File: src/rtl/bsg_mem_2r1w_rr_sched.sv
// bsg_mem_2r1w_rr_sched: round-robin scheduler sharing one 2R1W register file among read and write clients.
// Define BSG_MEM_2R1W_RR_SCHED_BYPASS_EN to forward write data to same-address reads instead of deferring them.
module bsg_mem_2r1w_rr_sched #(
    parameter int width_p      = 32,
    parameter int els_p        = 32,
    parameter int rd_clients_p = 4,
    parameter int wr_clients_p = 2,
    localparam int addr_width_lp = $clog2(els_p),
    localparam int id_width_lp   = $clog2(rd_clients_p),
    localparam int wp_width_lp   = (wr_clients_p > 1) ? $clog2(wr_clients_p) : 1
) (
    input  logic                                   clk_i,
    input  logic                                   reset_n_i,
    input  logic [rd_clients_p-1:0]                rd_v_i,
    input  logic [rd_clients_p*addr_width_lp-1:0]  rd_addr_i,
    output logic [rd_clients_p-1:0]                rd_yumi_o,
    input  logic [wr_clients_p-1:0]                wr_v_i,
    input  logic [wr_clients_p*addr_width_lp-1:0]  wr_addr_i,
    input  logic [wr_clients_p*width_p-1:0]        wr_data_i,
    output logic [wr_clients_p-1:0]                wr_yumi_o,
    output logic                                   r0_v_o,
    output logic [addr_width_lp-1:0]               r0_addr_o,
    input  logic [width_p-1:0]                     r0_data_i,
    output logic                                   r1_v_o,
    output logic [addr_width_lp-1:0]               r1_addr_o,
    input  logic [width_p-1:0]                     r1_data_i,
    output logic                                   w_v_o,
    output logic [addr_width_lp-1:0]               w_addr_o,
    output logic [width_p-1:0]                     w_data_o,
    output logic                                   resp0_v_o,
    output logic [id_width_lp-1:0]                 resp0_id_o,
    output logic [width_p-1:0]                     resp0_data_o,
    output logic                                   resp1_v_o,
    output logic [id_width_lp-1:0]                 resp1_id_o,
    output logic [width_p-1:0]                     resp1_data_o
);
    logic [id_width_lp-1:0]  rd_ptr_q, rd_ptr_d;
    logic [wp_width_lp-1:0]  wr_ptr_q, wr_ptr_d;
    logic [rd_clients_p-1:0] conf, elig, rd0_sel, rd1_sel;
    logic [1:0]              rd_cnt;
    logic [id_width_lp-1:0]  id0, id1;
    logic                    c0, c1;
    logic                    resp0_v_q, resp1_v_q;
    logic [id_width_lp-1:0]  resp0_id_q, resp1_id_q;
    logic [width_p-1:0]      resp0_data_q, resp1_data_q;

    always_comb begin
        wr_yumi_o = '0;
        wr_ptr_d  = wr_ptr_q;
        w_v_o     = 1'b0;
        w_addr_o  = '0;
        w_data_o  = '0;
        for (int k = 0; k < wr_clients_p; k++)
            for (int i = 0; i < wr_clients_p; i++)
                if (reset_n_i && !w_v_o && wr_v_i[i] && i == (int'(wr_ptr_q) + k) % wr_clients_p) begin
                    w_v_o        = 1'b1;
                    wr_yumi_o[i] = 1'b1;
                    w_addr_o     = wr_addr_i[i*addr_width_lp +: addr_width_lp];
                    w_data_o     = wr_data_i[i*width_p +: width_p];
                    wr_ptr_d     = wp_width_lp'((i + 1) % wr_clients_p);
                end
    end

    // Reads that collide with this cycle's write either wait or take the write data
    always_comb begin
        conf = '0;
        elig = '0;
        for (int i = 0; i < rd_clients_p; i++) begin
            conf[i] = w_v_o && rd_addr_i[i*addr_width_lp +: addr_width_lp] == w_addr_o;
`ifdef BSG_MEM_2R1W_RR_SCHED_BYPASS_EN
            elig[i] = reset_n_i && rd_v_i[i];
`else
            elig[i] = reset_n_i && rd_v_i[i] && !conf[i];
`endif
        end
    end

    always_comb begin
        rd0_sel  = '0;
        rd1_sel  = '0;
        rd_cnt   = '0;
        rd_ptr_d = rd_ptr_q;
        for (int k = 0; k < rd_clients_p; k++)
            for (int i = 0; i < rd_clients_p; i++)
                if (elig[i] && rd_cnt != 2'd2 && i == (int'(rd_ptr_q) + k) % rd_clients_p) begin
                    rd0_sel[i] = (rd_cnt == 2'd0);
                    rd1_sel[i] = (rd_cnt == 2'd1);
                    rd_cnt     = rd_cnt + 2'd1;
                    rd_ptr_d   = id_width_lp'((i + 1) % rd_clients_p);
                end
    end

    always_comb begin
        r0_addr_o = '0;
        r1_addr_o = '0;
        id0       = '0;
        id1       = '0;
        c0        = 1'b0;
        c1        = 1'b0;
        for (int i = 0; i < rd_clients_p; i++) begin
            if (rd0_sel[i]) begin
                r0_addr_o = rd_addr_i[i*addr_width_lp +: addr_width_lp];
                id0       = id_width_lp'(i);
                c0        = conf[i];
            end
            if (rd1_sel[i]) begin
                r1_addr_o = rd_addr_i[i*addr_width_lp +: addr_width_lp];
                id1       = id_width_lp'(i);
                c1        = conf[i];
            end
        end
    end

    assign rd_yumi_o = rd0_sel | rd1_sel;
    assign r0_v_o    = |rd0_sel && !c0;
    assign r1_v_o    = |rd1_sel && !c1;

    always_ff @(posedge clk_i or negedge reset_n_i) begin
        if (!reset_n_i) begin
            rd_ptr_q     <= '0;
            wr_ptr_q     <= '0;
            resp0_v_q    <= 1'b0;
            resp1_v_q    <= 1'b0;
            resp0_id_q   <= '0;
            resp1_id_q   <= '0;
            resp0_data_q <= '0;
            resp1_data_q <= '0;
        end else begin
            rd_ptr_q  <= rd_ptr_d;
            wr_ptr_q  <= wr_ptr_d;
            resp0_v_q <= |rd0_sel;
            resp1_v_q <= |rd1_sel;
            if (|rd0_sel) begin
                resp0_id_q   <= id0;
                resp0_data_q <= c0 ? w_data_o : r0_data_i;
            end
            if (|rd1_sel) begin
                resp1_id_q   <= id1;
                resp1_data_q <= c1 ? w_data_o : r1_data_i;
            end
        end
    end

    assign resp0_v_o    = resp0_v_q;
    assign resp1_v_o    = resp1_v_q;
    assign resp0_id_o   = resp0_id_q;
    assign resp1_id_o   = resp1_id_q;
    assign resp0_data_o = resp0_data_q;
    assign resp1_data_o = resp1_data_q;

`ifndef SYNTHESIS
    always @(posedge clk_i) begin
        if (reset_n_i) begin
            assert (!(w_v_o && ((r0_v_o && r0_addr_o == w_addr_o) || (r1_v_o && r1_addr_o == w_addr_o))));
            assert (!r0_v_o || int'(r0_addr_o) < els_p);
            assert (!r1_v_o || int'(r1_addr_o) < els_p);
            assert (!w_v_o || int'(w_addr_o) < els_p);
        end
    end
`endif
endmodule
File: config.mk
export PLATFORM = sky130hd
export DESIGN_NAME = bsg_mem_2r1w_rr_sched
export DESIGN_NICKNAME = d
export VERILOG_FILES = /design/src/rtl/bsg_mem_2r1w_rr_sched.sv
export SDC_FILE = /design/constraint.sdc
export NUM_CORES = 1
export LEC_CHECK = 0
export ABC_AREA = 1
export CAP_MARGIN = 20
export CORE_MARGIN = 8
export CORE_UTILIZATION = 45
export CTS_BUF_LIST = sky130_fd_sc_hd__clkbuf_4 sky130_fd_sc_hd__clkbuf_8
export CTS_CLUSTER_DIAMETER = 100
export CTS_CLUSTER_SIZE = 28
export DETAILED_ROUTE_END_ITERATION = 12
export PLACE_DENSITY = 0.84
export SETUP_SLACK_MARGIN = 0.4
export SYNTH_ARGS = -nofsm -noshare
export SYNTH_HDL_FRONTEND = slang
export SYNTH_SLANG_ARGS = --single-unit
File: constraint.sdc
create_clock -name clk_i -period 21.9 [get_ports clk_i]
set_input_delay 4.38 -clock clk_i [delete_from_list [all_inputs] [get_ports clk_i]]
set_output_delay 4.38 -clock clk_i [all_outputs]
set_load 0.02 [all_outputs]
==> impl_metrics.tcl, run 1 <==
set metrics [dict create \
    setup_violations 0 \
    synth_compound_area_share_pct 7.850 \
    max_slew_margin_pct 29.41 \
    placement_rows 45 \
    synth_flop_cell "dfrtp_1" \
    cts_buffers 9 \
    hp-start "resp1_data_o[9]" \
    max_freq_ghz 0.04915 \
    p_seq_share_pct 19.2 \
    finalHoldViolCount 0 \
    cts_buffer_depth 2 \
    pwr_density_cell_nw_per_um2 122.4 \
    clock_sinks 73 \
    drt_iter0_drc 877 \
    p_sw_share_pct 52.10 \
    hold-path-cell-count 2 \
    cpMaxStageDelayCell "clkdlybuf4s50_1" \
    drive_above_1_share_pct 10.56 \
    drc 0 \
    synth_top_area_share_pct 26.23 \
    coreArea_um2 15150 \
    crit_arrival_ns 15.97 \
    fin_crit_ns 20.35 \
    grtUsageTotal_pct 29.69 \
    grt_pass1_vias 8234 \
    grt_pass1_wl_um 46530 \
    synth_xor_area_share_pct 0.7544 \
    port_buffers 291 \
    worst_r2r_path_depth 87 \
    clkLatencyLatePin_ns 0.37 \
    fin_ws_ns 1.554 \
    synthSimpleGateAreaFrac_pct 41.64 \
    avgSynthCellArea_um2 6.142 \
    synthesis.nets 1335 \
    internal-power_uw 615.2 \
    vias_per_cell 5.434 \
    place_inst 1588 \
    ys_ff_latch 73 \
    synthMuxAreaShare_pct 0 \
    grt_antenna_before_repair 1 \
    slowest_delay_ns 0.51 \
    yosys.area_share.adder_pct 6.287 \
    crit_fanout 9 \
    wl_per_cell_um 18.96 \
    tightest_slew_ns 1.056 \
    worstReg2RegEnd "resp1_data_o[25]" \
    skew_ns 0.01240 \
    power.switching_uw 669.2 \
    clkTransAtPathRegs_ns 0.08 \
    combPwrFrac_pct 70.9 \
    dp_slack_ns -0.8374 \
    die_area_um2 19720 \
    synth.cell_area_um2 6965 \
    instances_no_fill 1612 \
    r2r-start "wr_ptr_q" \
    routed_wirelength_um 30560 \
    overflow 0 \
    power_leakage_uw 0.005656 \
    gp_routability_congestion 1.009 \
    cp_common_cell "nand2_1" \
    cts_root_buffer "clkbuf_8" \
    yosys.area.top_type "dfrtp_1" \
    cts_htree_levels 3 \
    yosysSeqAreaShare_pct 26.23 \
    synth_cells 1134 \
    yosysWarningCount 0 \
    fin_crit_sh_pct 92.91 \
    worst_ep_required_time_ns 17.52 \
    end_kind "output pin" \
    max-cap-violations 0 \
    die_h_um 140.4 \
    whs_endpoint "resp1_data_o[9]" \
    synth.distinct_cells 39 \
    min_path_type "reg2reg" \
    area_growth_pct 50.66 \
    critPathKind "in2out" \
    first_pass_iters 5 \
    die_w_um 140.4 \
    maxSlewViolCount 0 \
    rsz0062_at_grt "no" \
    synth_top_family_by_area "simple AND/OR/NAND/NOR gates" \
    synth_area_leaders "dfrtp_1, nand2_1, nand3_1" \
    hpwl_um 23520 \
    crit_path_start_kind "primary input" \
    n_fill_cell 1352 \
    ios 292 \
    ir_worst_vdd_uv 94.25 \
    reg2reg_slack_ns 9.71 \
    synth_commonest_cells "nand2_1, inv_1, nand3_1, dfrtp_1, o21ai_0" \
    async_flop_share_pct 100.0 \
    ant_nets 0 \
    nets 1618 \
    status "finished clean" \
    synth_most_common_cell "nand2_1" \
    grt_start_max_net_pins 61 \
    initial_core_util_pct 45.99 \
    ctsHoldBuffers 0 \
    vias 8759 \
    synth_edf_count 0 \
    cts_tree "done" \
    pwr-share-clk_pct 9.9 \
]
-- worst max path at each step --
stage / from / end / slack (ns) / depth (start not counted)
final: wr_v_i[1] / r1_addr_o[2] / 1.55 / 86
after global routing: wr_v_i[1] / r1_addr_o[0] / 0.41 / 86
after CTS: wr_v_i[0] / r0_v_o / 0.27 / 86
after detailed placement: wr_v_i[0] / r0_addr_o[0] / -0.84 / 88
after global placement: wr_v_i[1] / r0_addr_o[4] / -0.23 / 87
after floorplan: wr_v_i[1] / r0_v_o / 0.90 / 80
-- kinds of logic (layout without fill, tap and decap cells) --
group,Yosys count,in the layout
AO/OA/AOI/OAI,94,94
flip-flops,73,73
adder cells (fa/ha/maj),35,35
AND/OR/NAND/NOR,620,621
other,0,3
XOR/XNOR,6,6
buffers and inverters,306,592
-- repair_timing --
action	in CTS	in global routing
resized for setup	25	81
buffers inserted	0	4
hold endpoints to repair	0	0
pin swaps	1	9
gates cloned	1	1
setup endpoints to repair	15	15
-- metrics by stage --
stage                     utilization [%]  cell area [µm²]  hold WS, ns  TNS (ns)  total power [µW]
final                               69.29            10490       0.4831         0              1284
after global routing                69.25            10490       0.4918         0              1377
after CTS                           68.43            10360       0.4838         0              1270
after detailed placement            66.59            10090       0.4640    -10.47              1140
after global placement              66.59            10090       0.4616    -1.452              1129
after floorplan                         -             6965       0.5329         0             774.8
-- placed cells by master (no fill, tap or decap), drive strengths merged --
master and count:
bufinv 2, clkbuf 22, and2 1, o211ai 2, a221oi 1, a311oi 1, nor3 9, xnor2 1
dfrtp 73, o21ai 43, diode 3, or3 1, o22ai 34, or2 6, nand3 206, a211o 1
nand4 43, clkdlybuf4s50 275, dlymetal6s2s 4, ha 35, a22oi 1, nand3b 1, inv 256, clkinvlp 1
buf 31, nor2 32, clkinv 1, nor4 1, a21oi 11, nand2 321, xor2 5
-- critical path: cells and delay by family --
kind | cells | cell delay (ns)
compound gates | 3 | 0.52
simple gates | 50 | 6.09
buf+inv | 22 | 2.78
fa+ha+maj | 11 | 2.17
-- registers in the layout, summed over array words and instances, names as in the netlist --
signal,flops
resp0_v_o,1
wr_ptr_q,1
resp0_data_o,32
resp1_id_o,2
rd_ptr_q,2
resp0_id_o,2
resp1_data_o,32
resp1_v_o,1
-- layer usage --
| layer | GRT usage (%) | share of wire (%) | wire length (µm) |
|---|---|---|---|
| met4 | 10.74 | 3.6 | 1109 |
| met5 | 0 | 0 | 0 |
| met1 | 36.08 | 38 | 11650 |
| met3 | 6.456 | 9.5 | 2917 |
| met2 | 50.56 | 49 | 14890 |
-- final cells by class --
class | instances | area [µm²] | share of cell area [%]
multi-input cells | 756 | 4120 | 39.26
repair buffers | 319 | 3093 | 29.47
flip-flops and latches | 73 | 1827 | 17.41
inverters | 257 | 970.9 | 9.252
well taps | 188 | 235.2 | 2.242
clock buffers | 13 | 172.7 | 1.645
clock inverters | 2 | 60.06 | 0.5723
repair inverters | 1 | 7.507 | 0.07154
diodes | 3 | 7.507 | 0.07154
-- power groups by stage --
stage	Clock, µW	Sequential [µW]	Combinational (µW)
2_1_floorplan	0	320	455
3_3_place_gp	0	245	884
3_5_place_dp	0	246	894
4_1_cts	128	245	896
5_1_grt	133	253	992
6_report	127	246	911
(Power assumes the default switching activity.)
==> run 2: changes to the inputs <==
CAP_MARGIN = default   (was 20)
CTS_CLUSTER_DIAMETER = 60   (was 100)
==> results of run 2 <==
The final DEF is identical to that of run 1; final timing and power are the same.
==> run 3: changes to the inputs <==
CTS_CLUSTER_SIZE = 12   (was 28)
==> results of run 3 <==
The final DEF is identical to that of run 1; final timing and power are the same.
